[src/rtl/clk_prog_tx.sv]
// rtl/clk_prog_tx.sv - serial LoadD/LoadM/GO programmer for DCM_CLKGEN programmable clocks
// Optional CLK_PROG_PLL_RESET_EN adds a pll_reset pulse and a second lock wait before done.
module clk_prog_tx #(
    parameter int PROGCLK_DIV = 4,
    parameter int TIMEOUT     = 4096,
    parameter int GAP         = 2,
    parameter int RST_CYCLES  = 16
) (
    input  logic       CLK,
    input  logic       RESET,
    input  logic       start,
    input  logic [1:0] sel,
    input  logic [7:0] m_minus1,
    input  logic [7:0] d_minus1,
    input  logic       progdone_inv,
    output logic [3:0] progen,
    output logic       progdata,
    output logic       progclk,
    output logic       busy,
    output logic       done,
    output logic       err,
    output logic       pll_reset
);
    localparam int FRAME   = 10;
    localparam int HALF    = PROGCLK_DIV / 2;
    localparam int DIV_W   = $clog2(PROGCLK_DIV);
    localparam int TMO_W   = $clog2(TIMEOUT + 1);
    localparam int CNT_MAX = (RST_CYCLES > FRAME + GAP) ? RST_CYCLES : FRAME + GAP;
    localparam int CNT_W   = $clog2(CNT_MAX + 1);

    typedef enum logic [3:0] {
        S_IDLE,
        S_PRE,
        S_LOAD_D,
        S_GAP_D,
        S_LOAD_M,
        S_GAP_M,
        S_GO,
        S_WAIT_HI,
        S_WAIT_LO,
`ifdef CLK_PROG_PLL_RESET_EN
        S_PLL_RST,
        S_PLL_WAIT,
`endif
        S_DONE,
        S_ERR
    } state_t;

    state_t             state_q, state_d;
    logic [DIV_W-1:0]   div_q, div_d;
    logic               pclk_q, pclk_d;
    logic [CNT_W-1:0]   cnt_q, cnt_d;
    logic [TMO_W-1:0]   tmo_q, tmo_d;
    logic [1:0]         sel_q, sel_d;
    logic [7:0]         m_q, m_d;
    logic [7:0]         d_q, d_d;
    logic               err_q, err_d;
    logic               sync1_q, sync2_q;
    logic               tick, tmo_hit, busy_d;
    logic [2:0]         bit_idx;
    logic [3:0]         sel_oh;

    assign bit_idx = 3'(cnt_q - CNT_W'(2));
    assign sel_oh  = 4'b0001 << sel_q;
    assign progclk = pclk_q;
    assign err     = err_q;

    always_comb begin
        state_d   = state_q;
        cnt_d     = cnt_q;
        tmo_d     = tmo_q;
        sel_d     = sel_q;
        m_d       = m_q;
        d_d       = d_q;
        err_d     = err_q;
        div_d     = '0;
        pclk_d    = 1'b0;
        progen    = 4'b0000;
        progdata  = 1'b0;
        done      = 1'b0;
        pll_reset = 1'b0;
        busy      = (state_q != S_IDLE) && (state_q != S_DONE) && (state_q != S_ERR);
        tick      = busy && (div_q == DIV_W'(PROGCLK_DIV - 1));
        tmo_hit   = tick && (tmo_q == TMO_W'(TIMEOUT - 1));

        case (state_q)
            S_IDLE: begin
                if (start) begin
                    state_d = S_PRE;
                    sel_d   = sel;
                    m_d     = m_minus1;
                    d_d     = d_minus1;
                    err_d   = 1'b0;
                    cnt_d   = '0;
                end
            end
            S_PRE: begin
                if (tick) begin
                    state_d = S_LOAD_D;
                    cnt_d   = '0;
                end
            end
            S_LOAD_D: begin
                progen   = sel_oh;
                progdata = (cnt_q == CNT_W'(0)) ? 1'b1 :
                           (cnt_q == CNT_W'(1)) ? 1'b0 : d_q[bit_idx];
                if (tick) begin
                    if (cnt_q == CNT_W'(FRAME - 1)) begin
                        state_d = S_GAP_D;
                        cnt_d   = '0;
                    end else begin
                        cnt_d = cnt_q + CNT_W'(1);
                    end
                end
            end
            S_GAP_D: begin
                if (tick) begin
                    if (cnt_q == CNT_W'(GAP - 1)) begin
                        state_d = S_LOAD_M;
                        cnt_d   = '0;
                    end else begin
                        cnt_d = cnt_q + CNT_W'(1);
                    end
                end
            end
            S_LOAD_M: begin
                progen   = sel_oh;
                progdata = (cnt_q < CNT_W'(2)) ? 1'b1 : m_q[bit_idx];
                if (tick) begin
                    if (cnt_q == CNT_W'(FRAME - 1)) begin
                        state_d = S_GAP_M;
                        cnt_d   = '0;
                    end else begin
                        cnt_d = cnt_q + CNT_W'(1);
                    end
                end
            end
            S_GAP_M: begin
                if (tick) begin
                    if (cnt_q == CNT_W'(GAP - 1)) begin
                        state_d = S_GO;
                        cnt_d   = '0;
                    end else begin
                        cnt_d = cnt_q + CNT_W'(1);
                    end
                end
            end
            S_GO: begin
                progen = sel_oh;
                if (tick) begin
                    state_d = S_WAIT_HI;
                    tmo_d   = '0;
                end
            end
            // One timeout budget spans both halves of the lock handshake.
            S_WAIT_HI: begin
                if (tick) tmo_d = tmo_q + TMO_W'(1);
                if (sync2_q) state_d = S_WAIT_LO;
                else if (tmo_hit) state_d = S_ERR;
            end
            S_WAIT_LO: begin
                if (tick) tmo_d = tmo_q + TMO_W'(1);
                if (!sync2_q) begin
`ifdef CLK_PROG_PLL_RESET_EN
                    state_d = S_PLL_RST;
                    cnt_d   = '0;
`else
                    state_d = S_DONE;
`endif
                end else if (tmo_hit) begin
                    state_d = S_ERR;
                end
            end
`ifdef CLK_PROG_PLL_RESET_EN
            S_PLL_RST: begin
                pll_reset = 1'b1;
                cnt_d     = cnt_q + CNT_W'(1);
                if (cnt_q == CNT_W'(RST_CYCLES - 1)) begin
                    state_d = S_PLL_WAIT;
                    tmo_d   = '0;
                end
            end
            S_PLL_WAIT: begin
                if (tick) tmo_d = tmo_q + TMO_W'(1);
                if (!sync2_q) state_d = S_DONE;
                else if (tmo_hit) state_d = S_ERR;
            end
`endif
            S_DONE: begin
                done    = 1'b1;
                state_d = S_IDLE;
            end
            S_ERR: begin
                state_d = S_IDLE;
            end
            default: state_d = S_IDLE;
        endcase

        if (state_d == S_ERR) err_d = 1'b1;

        // Divider restarts on acceptance so the first tick is a full period later.
        busy_d = (state_d != S_IDLE) && (state_d != S_DONE) && (state_d != S_ERR);
        if ((state_q != S_IDLE) && busy_d) begin
            div_d  = tick ? '0 : div_q + DIV_W'(1);
            pclk_d = (div_d >= DIV_W'(HALF));
        end
    end

    always_ff @(posedge CLK) begin
        if (RESET) begin
            state_q <= S_IDLE;
            div_q   <= '0;
            pclk_q  <= 1'b0;
            cnt_q   <= '0;
            tmo_q   <= '0;
            sel_q   <= '0;
            m_q     <= '0;
            d_q     <= '0;
            err_q   <= 1'b0;
            sync1_q <= 1'b0;
            sync2_q <= 1'b0;
        end else begin
            state_q <= state_d;
            div_q   <= div_d;
            pclk_q  <= pclk_d;
            cnt_q   <= cnt_d;
            tmo_q   <= tmo_d;
            sel_q   <= sel_d;
            m_q     <= m_d;
            d_q     <= d_d;
            err_q   <= err_d;
            sync1_q <= progdone_inv;
            sync2_q <= sync1_q;
        end
    end
endmodule

[config.mk]
export PLATFORM = sky130hd
export DESIGN_NAME = clk_prog_tx
export DESIGN_NICKNAME = d
export VERILOG_FILES = /design/src/rtl/clk_prog_tx.sv
export SDC_FILE = /design/constraint.sdc
export NUM_CORES = 1
export LEC_CHECK = 0
export ABC_CLOCK_PERIOD_IN_PS = 2500
export BUFFER_PORTS_ARGS = -buffer_cell sky130_fd_sc_hd__buf_2
export CAP_MARGIN = 5
export CORE_MARGIN = 2
export CORE_UTILIZATION = 57
export CTS_CLUSTER_DIAMETER = 60
export DETAILED_ROUTE_END_ITERATION = 12
export GPL_ROUTABILITY_DRIVEN = 0
export PLACE_DENSITY = 0.87
export SLEW_MARGIN = 40
export SYNTH_ARGS = -nofsm -noshare
export SYNTH_HDL_FRONTEND = slang
export SYNTH_SLANG_ARGS = --single-unit
[constraint.sdc]
create_clock -name CLK -period 2.5 [get_ports CLK]
set_input_delay 0.25 -clock CLK [delete_from_list [all_inputs] [get_ports CLK]]
set_output_delay 0.25 -clock CLK [all_outputs]
set_load 0.02 [all_outputs]
Word level (Yosys, flattened, before mapping)
Index checks and enable logic that the tools add are counted.

word-level totals
  flip-flop bits (word level) = 46
  bits of input ports = 22
  output and inout port bits = 10

cells by class
  add/sub/neg operators = 4
  magnitude comparators = 3
  eq/ne operators = 24
  shifts and indexed selects = 1
  muxes and demuxes = 39
  bitwise operators = 1
  reduce and logical (&&, ||, !) cells = 24

operators by type and width
  cell                   count
  $mux 4                 15
  $pmux 4 s9             1
  $mux 5                 6
  $mux 13                2
  $pmux 13 s2            1
  $pmux 5 s4             1
  $eq 4x3->1 const B     4
  $ne 4x4->1 const B     4
  $add 13x1->13 const B  1
  $eq 13x12->1 const B   1
  $eq 4x4->1 const B     3
  $reduce_bool 4->1      3
  $mux 1                 9
  $eq 4x2->1 const B     2
  $reduce_or 2->1        4
  $logic_and 1x1->1      7
  $bmux 1 s3             2
  $ne 2x1->1 const B     3
  $ne 2x2->1 const B     3
  $reduce_bool 2->1      3
  $add 5x1->5 const B    1
  $eq 5x1->1 const B     1
  $eq 5x4->1 const B     1
  $logic_not 5->1        1
  16 further kinds       17

Depth between registers and ports, before layout
Gate-level depths: netlist of run 1.

  depth after elaboration = 14
  mapped depth = 8
  mapped depth without buffers = 7

Worst setup path before layout of run 1
Ideal clock, no wire load.

  path type = reg2out
  from = register cnt_q[1]
  to = output progdata
  arrival time = 1.945 ns
  data required time = 2.250 ns
  slack = 0.305 ns
  cell stages (with the launch flop) = 9
  cells stage by stage = dfxtp_1 buf_2 inv_1 ha_1 mux4_2 mux2i_1 o21ai_0 nand3_1 a21boi_0

on the way
  word-level cells in the longest chain between the ends = 6
  elaborated cells on any way between the ends = 12
  classes of those cells = add/sub: 1; order compare: 1; eq/ne: 1; mux: 8; reduce/logical: 1

ends and longest elaborated chain
  what                          line  source
  from (decl)                   52    logic [CNT_W-1:0] cnt_q, cnt_d;
  from (signal assigned)        226   cnt_q <= cnt_d;
  $sub 3x2->3                   63    assign bit_idx = 3'(cnt_q - CNT_W'(2));
  $bmux 1 s3                    106   (cnt_q == CNT_W'(1)) ? 1'b0 : d_q[bit_idx];
  $mux 1 (implied by the code)  106
  $mux 1                        106
  $mux 1                        105   progdata = (cnt_q == CNT_W'(0)) ? 1'b1 :
  $pmux 1 s2 (*)                86    case (state_q)
  to (decl)                     17    output logic progdata,

Mark *: on every way between the ends. The rest lies on a longest branch, timed or not. The select of a mux whose other input is x is not followed.

Worst setup path after layout of run 1
  from = register cnt_q[2]
  to = output progdata

Same word-level chain as after synthesis.

==> results of run 1 <==
[synthesized netlist by cell type, types with 2 or more instances]
cell type,count,share of area
nand2_1,50,0.078
dfxtp_1,45,0.38
a21oi_1,31,0.065
nor2_1,25,0.039
inv_1,10,0.016
o21ai_0,10,0.021
buf_2,7,0.015
clkbuf_1,7,0.011
ha_1,7,0.037
nand3_1,7,0.015
or3_1,7,0.018
xnor2_1,7,0.026
and2_1,4,0.010
mux2i_1,4,0.017
mux4_2,4,0.038
nor3_1,4,0.0083
nand2b_1,3,0.0078
nand3b_1,3,0.0094
nand4_1,3,0.0078
nor2b_1,3,0.0078
nor3b_1,3,0.0094
nor4b_1,3,0.011
xor2_1,3,0.011
a31o_2,2,0.0073
o2111ai_1,2,0.0073
o21a_1,2,0.0063
[kinds of logic (layout without fill, tap and decap cells)]
kind of cell	count (synthesis)	count (layout)	share of synthesized area
AOI/OAI and AO/OA	62	62	0.1607
adders and majority gates	7	7	0.03651
xor gates and xnor gates	10	10	0.03652
buffers and inverters	26	53	0.04904
and+or+nand+nor	128	128	0.2812
DFF	45	45	0.3756
other	1	1	0.001563
muxes	9	9	0.05895
[per-layer routing]
layer  vias up  wire length, microns  part of all wire
li1       1059                     -                 -
met1      1019                  2466              0.45
met2        94                  2563              0.47
met3        12                   367             0.067
met4         0                    80             0.015
met5         -                     0                 0
[worst max-delay path, cell delays in order (launching register included)]
cell and delay [ns]:
dfxtp_2 0.41, inv_1 0.10, ha_1 0.37, mux4_2 0.26, mux2i_1 0.07, o21ai_0 0.17
nand3_1 0.10, a21boi_1 0.18, buf_2 0.18
[stage by stage]
step           hold slack, ns  utilization  power [uW]  cell area [sq um]
2_1_floorplan          0.3782            -       944.2               2399
5_1_grt                0.1861       0.6668        1622               2686
4_1_cts                0.1523       0.6665        1563               2685
3_5_place_dp           0.4253       0.6376        1007               2569
3_3_place_gp           0.4196       0.6376       996.3               2569
6_report               0.1600       0.6668        1561               2686
[worst paths after layout]
check,to,slack [ns],depth (start not counted)
hold reg to reg,sync2_q$_SDFF_PP0_,0.44,1
hold / removal,sync1_q$_SDFF_PP0_,0.16,2
setup reg to reg,div_q[1]$_SDFF_PP0_,0.31,6
setup / recovery,progdata,0.12,8
[registers in the layout, summed over array words and instances (netlist names)]
register,cells
cnt_q,5
d_q,8
div_q,2
err,1
m_q,8
sel_q,2
state_q,4
sync1_q,1
sync2_q,1
tmo_q,13
[layout make-up]
type	instances	area (sq um)
multi-input combinational	217	1380
tap	50	62.56
clock inverter	1	30.03
fill	325	1343
timing repair buffer	35	187.7
clock buffer	7	86.33
inverter	10	37.54
sequential	45	902.1
[power groups by stage]
| stage | registers [uW] | logic [uW] | clock network (uW) |
|---|---|---|---|
| floorplan | 782 | 162 | 0 |
| global placement | 796 | 200 | 0 |
| detailed placement | 798 | 209 | 0 |
| CTS | 781 | 211 | 571 |
| global route | 786 | 236 | 599 |
| finish | 782 | 213 | 565 |
==> metrics.md, run 1 <==
| Metric | Value |
|---|---|
| Run status | `completed` |
| Most frequent cells in the layout | `50 x nand2_1, 44 x dfxtp_1, 31 x a21oi_1, 30 x buf_2, 25 x nor2_1` |
| Synth warn | `0` |
| Required time worst endpoint | `2.25 ns` |
| Clock Root Buffer | `clkbuf_8` |
| Clock transition at the registers of the reported paths | `0.08 ns` |
| Setup WS pre-CTS | `0.3409 ns` |
| Bufs on Longest Clock Path | `2` |
| Min-delay src | `progdone_inv` |
| Wire length per cell | `15.01 microns` |
| Detailed Route WL | `5477 microns` |
| Cell variety after synth | `58` |
| Flops & latches, synth | `45` |
| Mapped Avg Cell Area | `8.328 sq um` |
| Clk pwr share | `0.362` |
| Row count | `23` |
| Core Area | `0.004029 sq mm` |
| Port buffer count | `30` |
| CP Max Fanout | `8` |
| Nets | `343` |
| Max-cap violations | `0` |
| Die Width | `68.87 microns` |
| Post-CTS Resized | `0` |
| Worst EP arrival | `2.13 ns` |
| Launch point of the worst reg-to-reg path | `div_q[1]$_SDFF_PP0_` |
| CTS Hold Bufs | `0` |
| Final hold vios | `0` |
| Most common cell after layout, fill and taps aside | `nand2_1` |
| Slew HR | `0.5574` |
| Postcts setup bufs | `0` |
| Initial Util | `0.5953` |
| H-tree depth | `2` |
| Total GRT Usage | `0.2498` |
| Period utilisation layout | `0.9525` |
| Vias | `2184` |
| Worst-Skew Late Latency | `0.29 ns` |
| Clk sinks | `45` |
| N_diodes | `0` |
| Share of flip-flops with an asynchronous set or reset | `0` |
| Sequential fraction of the synthesis area | `0.3756` |
| Leak | `0.001010 uW` |
| Share of layout cells above drive strength 1 | `0.1873` |
| Remaining Overflow, GRT | `0` |
| Post-synth EDFFs | `0` |
| P&R area growth vs syn | `12.00%` |
| Die height | `68.87 microns` |
| Sw frac | `0.2534` |
| PnR worst setup slack | `0.1187 ns` |
| Syn Inst Count | `288` |
| Num ports | `32` |
| Post-route ant nets | `0` |
| Vias per inst | `5.984` |
| Power per cell area | `580.9 mW/mm^2` |
| Worst-Margin Slew | `0.6633 ns` |
| Fin crit period | `2.381 ns` |
| Crit end category | `output port` |
| RSZ-0062 raised after global routing | `no` |
| Psw | `395.5 uW` |
| Maximum clock rate | `419.9 MHz` |
| Final Max Slew Viols | `0` |
| Total CTS buffers | `5` |
| Synthesized Nets | `317` |
| Non-filler cells, final | `365` |
| Die ar. | `0.004743 sq mm` |
| GRT busiest layer | `met2` |
| Vias in the first global route | `1857` |
| Synth Flop Type | `dfxtp_1` |
| Drt drc | `0` |
| Final setup fails | `0` |
| Placed cell count | `357` |
| Post-route clock skew | `0.003184 ns` |
| Internal cell power | `1165 uW` |
| Grt met1 use | `0.3371` |
| Peak supply drop | `0.4772 mV` |
| Drt pass-1 iters | `5` |
| Initial drt markers | `199` |
| Worst Setup SP | `cnt_q[2]$_SDFFE_PP0P_` |
| Comb pwr share | `0.137` |
| First-pass GRT wire length | `8728 microns` |
| Critical path class | `reg -> out` |
| CTS tree | `done` |
| Initial antenna violation count | `0` |
| Min-delay worst type | `in -> reg` |
| Maximum number of pins on one net before global-route repair | `31` |
| Post-synthesis cell area | `0.002399 sq mm` |
| Met3 Usage GRT | `0.05519` |
| Register share of total power | `0.501` |
| DP HPWL | `3797 microns` |
| Startpoint Class | `flip-flop` |
| GR met2 Demand/Resource | `0.4014` |
| Setup TNS Final | `0 ns` |
Note: power is estimated with default switching activity, not from simulation.
==> inputs of run 2 (changes only) <==
--- a/config.mk
+++ b/config.mk
@@ -5,6 +5,7 @@
 export SDC_FILE = /design/constraint.sdc
 export NUM_CORES = 1
 export LEC_CHECK = 0
+export ABC_AREA = 1
 export ABC_CLOCK_PERIOD_IN_PS = 2500
 export BUFFER_PORTS_ARGS = -buffer_cell sky130_fd_sc_hd__buf_2
 export CAP_MARGIN = 5
==> run 2 against run 1 <==
  * Register-to-register slack gained 0.05 ns
  * Worst hold slack lost 0.018 ns
  * Global-route usage decreased by 1.3 points
==> metrics.md, run 2 <==
| Metric | Value |
|---|---|
| Clock transition at the registers of the reported paths | `0.09 ns` |
| Top Registers | `tmo_q x13, d_q x8, m_q x8` |
| Number of flip-flops in the largest register | `13` |
| Synth warn | `0` |
| Vias per inst | `5.460` |
| Top-area cell type share of the netlist area | `0.3668` |
| Largest family of logic cells by synthesized area | `simple AND/OR/NAND/NOR gates` |
| Post-synthesis cell area | `0.002456 sq mm` |
| Post-synth EDFFs | `0` |
| Die height | `69.64 microns` |
| Pwr Total | `1606 uW` |
| Final Max Slew Viols | `0` |
| Reg area | `900.9 sq um` |
| Share of flip-flops with an asynchronous set or reset | `0` |
| Top Metal Used | `met4` |
| Core Area | `0.004086 sq mm` |
| Syn Inst Count | `357` |
| Final hold vios | `0` |
| Setup TNS Final | `0 ns` |
| Worst-Skew Late Latency | `0.30 ns` |
| Critical path class | `reg -> out` |
| Wire length per cell | `12.60 microns` |
| Nets | `415` |
| Num ports | `32` |
| Synthesized Nets | `386` |
| Compound-Gate Fraction of Synth Area | `0.1666` |
| CTS tree | `done` |
| Fin Hold WS | `0.1421 ns` |
| Sequential fraction of the synthesis area | `0.3668` |
| DP HPWL | `4022 microns` |
| Max-cap violations | `0` |
| Post-route clock skew | `0.005222 ns` |
| Initial drt markers | `223` |
| Period utilisation layout | `0.9168` |
| Total GRT Usage | `0.2373` |
| Area contributors post-synth | `dfxtp_1 37%, nand2_1 9.5%, a21oi_1 7.3%` |
| Run status | `completed` |
| P&R area growth vs syn | `12.84%` |
| Initial antenna violation count | `0` |
| Post-synthesis xor/xnor area fraction | `0.003566` |
| Met1 Routed Length | `2521 microns` |
| Share of layout cells above drive strength 1 | `0.1886` |
| Synth Flop Type | `dfxtp_1` |
| Die ar. | `0.004850 sq mm` |
| Mapped Avg Cell Area | `6.880 sq um` |
| Clk sinks | `45` |
| Drt drc | `0` |
| Fin crit period | `2.292 ns` |
| Simple-Gate Fraction of Synth Area | `0.3316` |
| Peak supply drop | `0.5088 mV` |
| Most frequent cells in the layout | `62 x nand2_1, 45 x dfxtp_1, 41 x inv_1, 40 x nor2_1, 36 x a21oi_1` |
| Leak | `0.001223 uW` |
| Drt pass-1 iters | `5` |
| Post-synthesis mux area share | `0` |
| Placement Cell Area | `0.002638 sq mm` |
| Finished Cell Area | `0.002771 sq mm` |
| RSZ-0062 raised after global routing | `no` |
| Post-Synth Adder-Cell Area | `0.03566` |
| Post-CTS Resized | `0` |
| Die Width | `69.64 microns` |
| Required time worst endpoint | `2.25 ns` |
| Min-delay worst type | `in -> reg` |
| Flops & latches, synth | `45` |
| Maximum number of pins on one net before global-route repair | `29` |
| Post-route ant nets | `0` |
| Cell with the most instances after synthesis | `nand2_1` |
| N_diodes | `0` |
| Initial Util | `0.6010` |
| Worst EP arrival | `2.04 ns` |
| Cell variety after synth | `37` |
| Met2 wire len | `2565 microns` |
| Most flops, register | `tmo_q` |
| CTS Hold Bufs | `0` |
| Row count | `23` |
| Clock Root Buffer | `clkbuf_8` |
| Most common cell after layout, fill and taps aside | `nand2_1` |
| Final setup fails | `0` |
| Crit end category | `output port` |
| Met3 WL post-DR | `337 microns` |
| First-pass GRT wire length | `9384 microns` |
| Power per cell area | `579.5 mW/mm^2` |
| Synth cell count leaders | `62 x nand2_1, 45 x dfxtp_1, 41 x inv_1` |
| Post-synth top area cell | `dfxtp_1` |
| Total CTS buffers | `5` |
| CP Max Fanout | `17` |
| Vias | `2386` |
| Multi-input logic area | `0.001324 sq mm` |
| # fillers | `351` |
| Bufs on Longest Clock Path | `2` |
| Maximum clock rate | `436.3 MHz` |
| Remaining Overflow, GRT | `0` |
| Detailed Route WL | `5506 microns` |
| Vias in the first global route | `2177` |
| H-tree depth | `2` |
| Postcts setup bufs | `0` |
| Startpoint Class | `flip-flop` |
| Port buffer count | `30` |
run 2: cell count changes in the layout (fill, tap and decap cells not counted), moves of 9 or more:
cell,delta
inv_2,+9
nand3_1,+20
inv_1,+31
nor2_1,+15
o21ai_0,+18
nand2_1,+12
run 2: final cells by class:
cell class	count	share of cell area
Multi-Input combinational cell	252	0.4777
Inverter	51	0.06953
Clock buffer	5	0.02483
Timing Repair Buffer	31	0.05688
Clock inverter	3	0.02348
Tap cell	50	0.02257
Sequential cell	45	0.3251
run 2: kinds of logic after synthesis:
logic type,Yosys count
AND/OR/NAND/NOR,167
flip-flops,45
other,1
adder cells (fa/ha/maj),7
AO/OA/AOI/OAI,76
buffers and inverters,60
XOR/XNOR,1
run 2: per-layer routing:
layer / GRT usage / vias to the layer above
li1: - / 1222
met3: 0.05523 / 9
met1: 0.3023 / 1066
met5: 0 / -
met4: 0.08547 / 0
met2: 0.3932 / 89
run 2: worst paths after layout:
path | start | end | slack (ns) | cells past startpoint
min reg2reg | sync1_q$_SDFF_PP0_ | sync2_q$_SDFF_PP0_ | 0.41 | 2
max | cnt_q[0]$_SDFFE_PP0P_ | progdata | 0.21 | 8
min | progdone_inv | sync1_q$_SDFF_PP0_ | 0.14 | 3
max reg2reg | cnt_q[0]$_SDFFE_PP0P_ | div_q[0]$_SDFF_PP0_ | 0.36 | 11
run 2: where the power goes:
| group | switching, uW | leakage [uW] | internal, uW |
|---|---|---|---|
| combinational | 121 | 0.000788 | 65.7 |
| sequential | 22.6 | 0.000367 | 746 |
| clock | 254 | 0.0000681 | 397 |
run 2: worst max-delay path: stages, from the launching register on:
cell	delay, ns
dfxtp_1	0.61
ha_1	0.26
nand2_1	0.09
nor2_1	0.14
inv_1	0.09
nand3_1	0.10
nand2_1	0.08
a32o_1	0.21
buf_2	0.16
run 2: metrics by stage:
step / std cells / utilization / setup slack (ns)
finish: 437 / 0.6782 / 0.2079
detailed placement: 429 / 0.6454 / 0.4418
global placement: 429 / 0.6454 / 0.5428
global route: 437 / 0.6782 / 0.1035
floorplan: 357 / - / 0.7377
CTS: 437 / 0.6782 / 0.2459
